<file path="config.mk">
export PLATFORM = sky130hd
export DESIGN_NAME = ex_stage_flat
export DESIGN_NICKNAME = d
export VERILOG_FILES = /design/src/rtl/ex_stage_if.sv /design/src/rtl/ex_stage.sv /design/src/flat_wrapper.sv
export SDC_FILE = /design/constraint.sdc
export NUM_CORES = 1
export LEC_CHECK = 0
export CAP_MARGIN = 20
export CORE_MARGIN = 3
export CORE_UTILIZATION = 41
export DETAILED_ROUTE_END_ITERATION = 12
export GPL_TIMING_DRIVEN = 0
export PLACE_DENSITY = 0.69
export SLEW_MARGIN = 15
export SYNTH_ARGS = -nofsm -noshare
export SYNTH_HDL_FRONTEND = slang
export SYNTH_SLANG_ARGS = --single-unit
</file>
<file path="constraint.sdc">
create_clock -name clk -period 7.2 [get_ports clk]
set_clock_uncertainty 0.15 [all_clocks]
set_input_delay 0.72 -clock clk [delete_from_list [all_inputs] [get_ports clk]]
set_output_delay 0.72 -clock clk [all_outputs]
set_load 0.05 [all_outputs]
</file>
<file path="src/rtl/ex_stage_if.sv">
// ID/EX-to-execute bundle: instruction fields from the ID/EX register and the
// registered writeback fields plus the combinational stall back to upstream.
interface ex_stage_if #(
    parameter int DATA_W = 32
);
    logic              wb_in;
    logic [1:0]        ALU_OP_in;
    logic [DATA_W-1:0] src_data_in;
    logic [DATA_W-1:0] tar_data_in;
    logic [4:0]        shamt_in;
    logic [4:0]        dst_addr_in;
    logic [5:0]        funct_ctrl_in;
    logic              stall_out;
    logic              wb_out;
    logic [4:0]        dst_addr_out;
    logic [DATA_W-1:0] result_out;

    modport master (
        output wb_in, ALU_OP_in, src_data_in, tar_data_in, shamt_in,
               dst_addr_in, funct_ctrl_in,
        input  stall_out, wb_out, dst_addr_out, result_out
    );

    modport slave (
        input  wb_in, ALU_OP_in, src_data_in, tar_data_in, shamt_in,
               dst_addr_in, funct_ctrl_in,
        output stall_out, wb_out, dst_addr_out, result_out
    );
endinterface

</file>
<file path="src/rtl/ex_stage.sv">
// Execute stage: single-cycle ALU plus a 32-iteration shift-add MULTU writing HI/LO.
// All state advances on the falling edge of clk.
module ex_stage #(
    parameter int DATA_W = 32
) (
    input  logic      clk,
    input  logic      rst_n,
    ex_stage_if.slave ex
);
    localparam int CNT_W = $clog2(DATA_W);
    localparam logic [CNT_W-1:0] LAST_CNT = CNT_W'(DATA_W - 1);
    localparam logic [5:0] F_ADD = 6'h20, F_SUB = 6'h22, F_AND = 6'h24, F_OR = 6'h25,
                           F_SLT = 6'h2A, F_SLL = 6'h00, F_SRL = 6'h02, F_MULTU = 6'h19,
                           F_MFHI = 6'h10, F_MFLO = 6'h12;

    typedef enum logic {IDLE = 1'b0, MUL = 1'b1} state_e;

    state_e              state_q, state_d;
    logic [CNT_W-1:0]    cnt_q, cnt_d;
    logic [2*DATA_W-1:0] acc_q, acc_d, addend, product;
    logic [DATA_W-1:0]   mcand_q, mcand_d, mplier_q, mplier_d;
    logic [DATA_W-1:0]   hi_q, hi_d, lo_q, lo_d, res_q, res_d, alu_res;
    logic [4:0]          dst_q, dst_d;
    logic                wb_q, wb_d, done_q, done_d;
    logic                alu_ok, is_multu, issue;
    logic signed [DATA_W-1:0] src_s, tar_s;

    assign src_s    = ex.src_data_in;
    assign tar_s    = ex.tar_data_in;
    assign is_multu = (ex.ALU_OP_in == 2'b10) && (ex.funct_ctrl_in == F_MULTU);

    always_ff @(negedge clk) begin
        if (!rst_n) state_q <= IDLE;
        else        state_q <= state_d;
    end

    always_comb begin
        state_d = state_q;
        case (state_q)
            IDLE:    if (issue) state_d = MUL;
            MUL:     if (cnt_q == LAST_CNT) state_d = IDLE;
            default: state_d = IDLE;
        endcase
    end

    // done_q marks the cycle right after completion, where the still-held MULTU must not re-issue.
    always_comb begin
        issue        = (state_q == IDLE) && is_multu && !done_q;
        ex.stall_out = (state_q == MUL) || issue;
    end

    always_comb begin
        alu_res = '0;
        alu_ok  = 1'b1;
        case (ex.ALU_OP_in)
            2'b00: alu_res = ex.src_data_in + ex.tar_data_in;
            2'b01: alu_res = ex.src_data_in - ex.tar_data_in;
            2'b10: begin
                case (ex.funct_ctrl_in)
                    F_ADD:   alu_res = ex.src_data_in + ex.tar_data_in;
                    F_SUB:   alu_res = ex.src_data_in - ex.tar_data_in;
                    F_AND:   alu_res = ex.src_data_in & ex.tar_data_in;
                    F_OR:    alu_res = ex.src_data_in | ex.tar_data_in;
                    F_SLT:   alu_res = {{(DATA_W-1){1'b0}}, (src_s < tar_s)};
                    F_SLL:   alu_res = ex.tar_data_in << ex.shamt_in;
                    F_SRL:   alu_res = ex.tar_data_in >> ex.shamt_in;
                    F_MFHI:  alu_res = hi_q;
                    F_MFLO:  alu_res = lo_q;
                    default: alu_ok  = 1'b0;
                endcase
            end
            default: alu_ok = 1'b0;
        endcase
    end

    // Multiplier bit i adds the multiplicand shifted by i into the accumulator.
    assign addend  = mplier_q[0] ? ({{DATA_W{1'b0}}, mcand_q} << cnt_q) : '0;
    assign product = acc_q + addend;

    always_comb begin
        cnt_d    = cnt_q;
        acc_d    = acc_q;
        mcand_d  = mcand_q;
        mplier_d = mplier_q;
        hi_d     = hi_q;
        lo_d     = lo_q;
        done_d   = 1'b0;
        wb_d     = 1'b0;
        dst_d    = '0;
        res_d    = '0;
        if (state_q == IDLE) begin
            if (issue) begin
                mcand_d  = ex.src_data_in;
                mplier_d = ex.tar_data_in;
                acc_d    = '0;
                cnt_d    = '0;
            end else if (alu_ok) begin
                res_d = alu_res;
                dst_d = ex.dst_addr_in;
                wb_d  = ex.wb_in && (ex.dst_addr_in != 5'd0);
            end
        end else begin
            acc_d    = product;
            mplier_d = mplier_q >> 1;
            cnt_d    = cnt_q + 1'b1;
            if (cnt_q == LAST_CNT) begin
                {hi_d, lo_d} = product;
                done_d       = 1'b1;
            end
        end
    end

    always_ff @(negedge clk) begin
        if (!rst_n) begin
            cnt_q    <= '0;
            acc_q    <= '0;
            mcand_q  <= '0;
            mplier_q <= '0;
            hi_q     <= '0;
            lo_q     <= '0;
            done_q   <= 1'b0;
            wb_q     <= 1'b0;
            dst_q    <= '0;
            res_q    <= '0;
        end else begin
            cnt_q    <= cnt_d;
            acc_q    <= acc_d;
            mcand_q  <= mcand_d;
            mplier_q <= mplier_d;
            hi_q     <= hi_d;
            lo_q     <= lo_d;
            done_q   <= done_d;
            wb_q     <= wb_d;
            dst_q    <= dst_d;
            res_q    <= res_d;
        end
    end

    assign ex.wb_out       = wb_q;
    assign ex.dst_addr_out = dst_q;
    assign ex.result_out   = res_q;
endmodule

</file>
<file path="src/flat_wrapper.sv">
// flat-port wrapper written by rule: the top's interface ports become plain ports
module ex_stage_flat 
#(
    parameter int DATA_W = 32
)
  (clk, rst_n, ex_wb_in, ex_ALU_OP_in, ex_src_data_in, ex_tar_data_in, ex_shamt_in, ex_dst_addr_in, ex_funct_ctrl_in, ex_stall_out, ex_wb_out, ex_dst_addr_out, ex_result_out);
  ex_stage_if #(.DATA_W(DATA_W)) ex_i ();
  input  logic clk;
  input  logic rst_n;
  input wire logic [$bits(ex_i.wb_in)-1:0] ex_wb_in;
  input wire logic [$bits(ex_i.ALU_OP_in)-1:0] ex_ALU_OP_in;
  input wire logic [$bits(ex_i.src_data_in)-1:0] ex_src_data_in;
  input wire logic [$bits(ex_i.tar_data_in)-1:0] ex_tar_data_in;
  input wire logic [$bits(ex_i.shamt_in)-1:0] ex_shamt_in;
  input wire logic [$bits(ex_i.dst_addr_in)-1:0] ex_dst_addr_in;
  input wire logic [$bits(ex_i.funct_ctrl_in)-1:0] ex_funct_ctrl_in;
  output wire logic [$bits(ex_i.stall_out)-1:0] ex_stall_out;
  output wire logic [$bits(ex_i.wb_out)-1:0] ex_wb_out;
  output wire logic [$bits(ex_i.dst_addr_out)-1:0] ex_dst_addr_out;
  output wire logic [$bits(ex_i.result_out)-1:0] ex_result_out;
  assign ex_i.wb_in = ex_wb_in;
  assign ex_i.ALU_OP_in = ex_ALU_OP_in;
  assign ex_i.src_data_in = ex_src_data_in;
  assign ex_i.tar_data_in = ex_tar_data_in;
  assign ex_i.shamt_in = ex_shamt_in;
  assign ex_i.dst_addr_in = ex_dst_addr_in;
  assign ex_i.funct_ctrl_in = ex_funct_ctrl_in;
  assign ex_stall_out = ex_i.stall_out;
  assign ex_wb_out = ex_i.wb_out;
  assign ex_dst_addr_out = ex_i.dst_addr_out;
  assign ex_result_out = ex_i.result_out;
  ex_stage #(.DATA_W(DATA_W)) u_core (.clk(clk), .rst_n(rst_n), .ex(ex_i));
endmodule
</file>
# ---- After elaboration in Yosys (flattened, before gate mapping)
# Index checks and enable logic that the tools add are counted.
dict set report word_totals {
  regBits 237
  latchBits 0
  ram_bits 0
  mem_bits_ro 0
  inputBits 85
  output_inout_bits 39
  word_cells 69
  mem_count 0
}
dict set report classes {
  n_addsub 4
  n_mul 0
  div 0
  order_cmp 1
  eq_ne 12
  shifts 3
  n_mux 15
  bitwise_logic 5
  n_reduce_logical 17
}
# cell count
set ops {}
lappend ops {{$pmux W32 S9} 1}
lappend ops {{$mux W64} 3}
lappend ops {{$pmux W32 S3} 1}
lappend ops {{$add A64 B64 Y64} 1}
lappend ops {{$shl A32 B5 Y64} 1}
lappend ops {{$mux W31} 2}
lappend ops {{$add A32 B32 Y32} 1}
lappend ops {{$and A32 B32 Y32} 1}
lappend ops {{$lt A32 B32 Y1} 1}
lappend ops {{$or A32 B32 Y32} 1}
lappend ops {{$shl A32 B5 Y32} 1}
lappend ops {{$shr A32 B5 Y32} 1}
lappend ops {{$sub A32 B32 Y32} 1}
lappend ops {{$eq A6 B6 Y1 const B} 5}
lappend ops {{$eq A6 B5 Y1 const B} 3}
lappend ops {{$mux W5} 2}
lappend ops {{$reduce_or A9 Y1} 1}
lappend ops {{$eq A6 B2 Y1 const B} 1}
lappend ops {{$logic_not A6 Y1} 1}
lappend ops {{$reduce_and A2 Y1} 3}
lappend ops {{$add A5 B1 Y5 const B} 1}
lappend ops {{$eq A5 B5 Y1 const B} 1}
lappend ops {{$reduce_bool A5 Y1} 1}
lappend ops {{$logic_and A1 B1 Y1} 4}
lappend ops {{other kinds (11)} 18}

# ---- Longest topological paths before layout
# Gate-level depths: netlist of the first run.
dict set report logic_depth {
  word_depth 6
  ltp_mapped 23
  depth_no_buf 20
}

==> impl_metrics.py, run 1 <==
metrics = {
    "status": {
        "run_status": "finished, violations left",
        "failing_checks": "setup timing",
    },
    "route": {
        "routed_wirelength_mm": 110,
        "first_iter_violations": 3728,
        "routed_wire_per_std_cell_um": 26.9,
        "dr.pass1.iters": 7,
        "post_drt_antenna_nets": 0,
        "routed_via_density": 6.44,
        "detail_route.drc_violations": 0,
        "via_count": 26400,
    },
    "cts": {
        "cts-root-to-sink-buffers": 3,
        "cts.root.buffer_cell": "clkbuf_16",
        "cts_max_level": 1,
        "clkLatencyLatePin_ns": 0.66,
        "clkTransAtPathRegs_ns": 0.03,
        "cts-buffers-inserted": 29,
        "tritoncts_clock_tree": "built",
        "cts.sink_count": 237,
    },
    "timing": {
        "slew-limit-headroom_pct": 21.0,
        "fin_worst_hold_slack_ns": 0.306,
        "setup_violations": 8,
        "timing_hold_violations_final": 0,
        "worstMarginPinSlew_ns": 1.18,
        "setup_ws_ns": -0.150,
        "number_of_pins_exceeding_their_max_slew_limit_in_the_final_report": 0,
        "rsz0062_at_grt": "yes",
    },
    "place": {
        "dpl.hpwl_mm": 87.6,
        "finalWeightedCongestion": 1.11,
        "place_area_um2": 24300,
        "port_buffers": 118,
        "place.detailed.instances": 3819,
    },
    "pwr": {
        "static-leakage-power_nw": 11.1,
        "power_dens_cells_nw_per_um2": 169,
        "power.ir.vdd_worst_v": 0.000204,
    },
    "global_routing": {
        "first_global_vias": 24500,
        "maximum_number_of_pins_on_one_net_before_global_route_repair": 16,
        "grt_pass1_wl_mm": 159,
        "grt-ovfl-total": 0,
        "track_usage_pct": 37.2,
        "initial_antenna_violation_count": 6,
    },
    "synthesis": {
        "dominantRegCellSynth": "dfxtp_1",
        "synth_cells": 3010,
        "synth.cell_area_um2": 22300,
        "library_cell_occupying_the_most_area_in_the_post_synthesis_netlist": "dfxtp_1",
        "synth-edff-count": 0,
        "postSynthRegisterBits": 237,
        "synth_async_sr_flop_share_pct": 0,
        "synth.top_cell.area_share_pct": 21.3,
        "netlist-cell-type-count": 84,
        "netlist_top_cells_area": "dfxtp_1 21%, ha_1 9.0%, a21oi_1 7.1%, nand2_1 6.4%, mux4_2 6.4%",
        "ys_seq_area_share_pct": 21.3,
        "avgSynthCellArea_um2": 7.40,
        "mappedNetlistNets": 3259,
        "ys.warnings.count": 0,
    },
    "cells_and_area": {
        "area.growth.synth_to_final_pct": 19.7,
        "layout_commonest_cell": "nand2_1",
        "layout-drive-gt1-share_pct": 9.06,
        "count_of_non_filler_cells_in_the_finished_layout": 4103,
        "finalInstanceArea_um2": 26700,
        "mostFrequentLayoutCells": "379 x nand2_1, 350 x inv_1, 348 x nor2_1",
        "final_net_count": 3640,
    },
    "worst_setup_path": {
        "type_of_element_capturing_the_critical_path": "flip-flop",
        "critical_path_fanouts_max": 10,
        "worst-endpoint-arrival_ns": 4.16,
        "critPathKind": "input port to flip-flop",
        "required_ns": 4.01,
        "ff2ff_path_depth": 22,
        "setup.worst_path.start_class": "input port",
    },
    "floorplanning": {
        "floorplan.io_pins": 124,
        "die-height_um": 239,
        "fp-row-count": 84,
        "dieWidth_um": 239,
        "floorplan.core_area_um2": 53200,
        "die_area_um2": 57200,
        "initial_core_util_pct": 41.9,
    },
    "worst_hold_path": {
        "worst_hold_path_stage_count": 2,
        "worstHoldPathType": "flip-flop to flip-flop",
    },
    "flow_run": {
        "max-cap-violations": 0,
    },
}
[cell type report]
| cell class | instances | area [um^2] |
|---|---|---|
| Clock buffer | 29 | 726 |
| Multi-Input combinational cell | 2437 | 16700 |
| Sequential cell | 237 | 4740 |
| Clock inverter | 259 | 1200 |
| Antenna cell | 4 | 10.0 |
| Tap cell | 688 | 861 |
| Buffer | 209 | 863 |
| Timing Repair Buffer | 124 | 1160 |
| Fill cell | 5372 | 26500 |
| Inverter | 116 | 435 |
[cells by family after synthesis]
kind of cell	count (synthesis)	synth area share, %
multiplexers	190	12.2
flip-flops	237	21.3
AND/OR/NAND/NOR	1044	20.9
AO/OA/AOI/OAI	958	27.3
adder cells (fa/ha/maj)	164	9.31
XOR/XNOR	81	3.18
buffers and inverters	336	5.78
[path summary, 6_finish.rpt]
check,startpoint,slack [ns],endpoint
max,ex_tar_data_in[17],-0.15,u_core.ex.result_out[31]$_SDFF_NP0_
min,u_core.acc_q[55]$_SDFFE_NN0P_,0.31,u_core.acc_q[55]$_SDFFE_NN0P_
max reg2reg,u_core.cnt_q[0]$_SDFFE_NN0P_,0.75,u_core.acc_q[60]$_SDFFE_NN0P_
min reg2reg,u_core.acc_q[55]$_SDFFE_NN0P_,0.31,u_core.acc_q[55]$_SDFFE_NN0P_
[stage by stage]
step                      power [mW]  TNS [ns]  setup slack (ns)  utilization, %
after CTS                       4.47    -0.302            -0.207            49.8
after detailed placement        2.45   -101.21             -1.87            45.8
final                           4.51    -0.406            -0.150            50.2
after global routing            4.72    -0.134            -0.125            50.2
after floorplan                 2.08         0            0.0546               -
after global placement          2.45    -98.71             -2.34            45.7
[layer usage]
| layer | vias to the layer above | wire, um | track usage (%) |
|---|---|---|---|
| met5 | - | 13 | 0 |
| met3 | 342 | 15800 | 13.3 |
| met4 | 2 | 5580 | 15.9 |
| li1 | 11700 | - | - |
| met2 | 1905 | 44400 | 52.7 |
| met1 | 12500 | 44600 | 50.8 |
[registers in the layout, summed over array words and instances (netlist names), 5 cells and up]
register / count
u_core.cnt_q: 5
u_core.ex.result_out: 32
u_core.lo_q: 32
u_core.ex.dst_addr_out: 5
u_core.mplier_q: 32
u_core.hi_q: 32
u_core.mcand_q: 32
u_core.acc_q: 64
[Yosys cell counts, types with 10 or more instances]
cell type and instances:
a211o_1 11, a211oi_1 36, a21o_1 45, a21oi_1 318
a221o_1 15, a221oi_1 28, a22oi_1 44, a31oi_1 33
and2_1 33, and3_1 11, buf_1 28, clkbuf_1 180
dfxtp_1 237, ha_1 161, inv_1 111, mux2_2 20
mux2i_1 107, mux4_2 63, nand2_1 379, nand2b_1 22
nand3_1 55, nand3b_1 14, nand4_1 31, nor2_1 352
nor2b_1 23, nor3_1 51, o211ai_1 24, o21a_1 20
o21ai_0 192, o21bai_1 24, o22ai_1 43, o31ai_1 13
or2_2 10, or3_1 26, or4_1 10, xnor2_1 52
xor2_1 29
[worst max-delay path, cell delays in order]
cell and delay (ns):
clkdlybuf4s15_2 0.38, inv_1 0.23, ha_2 0.45, inv_1 0.13
nor3_2 0.31, nand2_1 0.10, or3_1 0.33, o22ai_2 0.22
o41a_1 0.30, a31oi_4 0.14, a2111oi_1 0.46, a31o_2 0.17
o31a_1 0.20
[timing repair]
| action | in CTS | in global routing |
|---|---|---|
| resized for setup | 166 | 133 |
| pin swaps | 5 | 11 |
| hold buffers | 0 | 0 |
| endpoints found under the setup margin | 58 | 27 |
| buffers inserted | 1 | 2 |
[report_power, final]
part           internal, mW  total, mW  switching (mW)  leakage (nW)
Sequential             1.34       1.34         0.00414          1.91
Clock                  1.16       2.19            1.02          1.79
Combinational         0.321      0.976           0.655          7.42
Total                  2.82       4.51            1.68          11.1
Note: power is estimated with default switching activity, not from simulation.
==> run 2: changes to the inputs <==
REMOVE_ABC_BUFFERS = 1   (was unset)
==> run 2 against run 1 <==
Against the previous run: the flow still finishes with violations (setup timing); die area unchanged; largest power group unchanged; clock power decreased by 5%; sequential cell count unchanged; cell count decreased by 4.0%.
==> impl_metrics.py, run 2 (synthesis gave the netlist of run 1 again) <==
metrics = {
    "pwr": {
        "static-leakage-power_nw": 11.0,
        "power_dens_cells_nw_per_um2": 163,
        "overall_power_mw": 4.31,
        "power.ir.vdd_worst_v": 0.000204,
    },
    "cells_and_area": {
        "finalInstanceArea_um2": 26400,
        "count_of_non_filler_cells_in_the_finished_layout": 3937,
        "postLayoutCoreUtil_pct": 49.7,
        "mostFrequentLayoutCells": "377 x nand2_1, 353 x inv_1, 346 x nor2_1",
        "registers.top_by_ff_count": "u_core.acc_q",
        "fillerInstances": 5299,
        "final_net_count": 3474,
        "max_ffs_per_register": 64,
        "layout-drive-gt1-share_pct": 9.58,
        "area.growth.synth_to_final_pct": 18.6,
        "layout_commonest_cell": "nand2_1",
    },
    "floorplanning": {
        "dieWidth_um": 239,
        "fp-row-count": 84,
        "floorplan.io_pins": 124,
        "die-height_um": 239,
        "floorplan.core_area_um2": 53200,
        "initial_core_util_pct": 41.9,
        "die_area_um2": 57200,
    },
    "worst_setup_path": {
        "ff2ff_path_depth": 18,
        "critical_path.reg2reg.startpoint": "u_core.cnt_q[1]$_SDFFE_NN0P_",
        "type_of_element_capturing_the_critical_path": "flip-flop",
        "required_ns": 3.98,
        "r2r_end": "u_core.acc_q[60]$_SDFFE_NN0P_",
        "r2r_setup_slack_ns": 0.85,
        "worst-endpoint-arrival_ns": 4.12,
        "critPathKind": "input port to flip-flop",
        "critical_path_fanouts_max": 10,
        "setup.worst_path.start_class": "input port",
    },
    "flow_run": {
        "max-cap-violations": 0,
    },
    "timing": {
        "number_of_pins_exceeding_their_max_slew_limit_in_the_final_report": 0,
        "timing_hold_violations_final": 0,
        "rsz0062_at_grt": "yes",
        "setup_violations": 2,
        "setup_ws_ns": -0.142,
        "tns_ns": -0.152,
        "slew-limit-headroom_pct": 25.1,
        "worstMarginPinSlew_ns": 1.11,
        "fin_worst_hold_slack_ns": 0.301,
    },
    "route": {
        "routed_wire_per_std_cell_um": 23.1,
        "routed_via_density": 6.35,
        "first_iter_violations": 3467,
        "dr.pass1.iters": 7,
        "routed_wirelength_mm": 90.8,
        "detail_route.drc_violations": 0,
        "via_count": 25000,
        "post_drt_antenna_nets": 0,
    },
    "worst_hold_path": {
        "hold_start": "u_core.lo_q[28]$_SDFFE_NN0P_",
        "whs_endpoint": "u_core.lo_q[28]$_SDFFE_NN0P_",
        "worst_hold_path_stage_count": 2,
        "worstHoldPathType": "flip-flop to flip-flop",
    },
    "place": {
        "dpl_worst_slack_ns": -1.77,
        "place.detailed.instances": 3626,
        "place_area_um2": 24000,
        "dpl.hpwl_mm": 66.4,
        "port_buffers": 123,
        "finalWeightedCongestion": 1.03,
    },
    "cts": {
        "cts_max_level": 1,
        "post_cts_hold_buffer_count": 0,
        "clkLatencyLatePin_ns": 0.65,
        "clkTransAtPathRegs_ns": 0.03,
        "cts-root-to-sink-buffers": 3,
        "cts-buffers-inserted": 30,
        "tritoncts_clock_tree": "built",
        "cts.sink_count": 237,
        "cts.root.buffer_cell": "clkbuf_16",
    },
    "global_routing": {
        "maximum_number_of_pins_on_one_net_before_global_route_repair": 94,
        "initial_antenna_violation_count": 2,
        "track_usage_pct": 30.2,
        "grt-ovfl-total": 0,
        "grt_pass1_wl_mm": 135,
        "first_global_vias": 22900,
    },
    "status": {
        "failing_checks": "setup timing",
        "run_status": "finished, violations left",
    },
}
## run 2: timing repair
item | CTS | global route
gates cloned | 1 | 2
setup buffers | 6 | 7
pin swaps | 6 | 17
resized for setup | 111 | 82
setup endpoints to repair | 65 | 15
## run 2: worst max path at each step
| stage | end | from | depth (start not counted) | slack [ns] |
|---|---|---|---|---|
| after floorplan | u_core.ex.result_out[26]$_SDFF_NP0_ | ex_funct_ctrl_in[5] | 9 | -6.23 |
| after global placement | u_core.ex.result_out[26]$_SDFF_NP0_ | ex_funct_ctrl_in[0] | 9 | -19.02 |
| after detailed placement | u_core.ex.result_out[0]$_SDFF_NP0_ | ex_tar_data_in[2] | 13 | -1.77 |
| after CTS | u_core.ex.result_out[0]$_SDFF_NP0_ | ex_src_data_in[7] | 13 | -0.08 |
| after global routing | u_core.ex.result_out[0]$_SDFF_NP0_ | ex_tar_data_in[2] | 13 | -0.06 |
| final | u_core.ex.result_out[0]$_SDFF_NP0_ | ex_tar_data_in[2] | 13 | -0.14 |
## run 2: worst max-delay path, cell delays in order
cell and delay (ns):
clkdlybuf4s15_2 0.31, inv_1 0.19, ha_4 0.38, o21bai_1 0.13, a21oi_4 0.24, o211ai_1 0.16, a31o_2 0.29, a211o_4 0.40
a21o_1 0.21, a21o_2 0.28, a311oi_4 0.41, nor3_1 0.18, nor3_2 0.20
## run 2: cell type report
type | count | area [um^2] | share of cell area, %
Timing Repair Buffer | 163 | 1680 | 6.35
Multi-Input combinational cell | 2440 | 16800 | 63.7
Clock buffer | 31 | 776 | 2.94
Tap cell | 688 | 861 | 3.26
Antenna cell | 2 | 5.00 | 0.0189
Inverter | 116 | 440 | 1.67
Sequential cell | 237 | 4750 | 18.0
Clock inverter | 260 | 1090 | 4.12
## run 2: per-layer routing
| layer | share of wire [%] | track usage [%] | up-vias |
|---|---|---|---|
| met4 | 4.4 | 13.9 | 2 |
| met3 | 12 | 7.38 | 205 |
| met2 | 42 | 43.5 | 1536 |
| li1 | - | - | 11400 |
| met5 | 0.017 | 0 | - |
| met1 | 42 | 42.5 | 11800 |
## run 2: report_power, final
part	leakage [nW]	internal (mW)	switching, mW
Combinational	7.37	0.330	0.569
Clock	1.75	1.06	1.01
Sequential	1.92	1.34	0.00466
Total	11.0	2.73	1.58
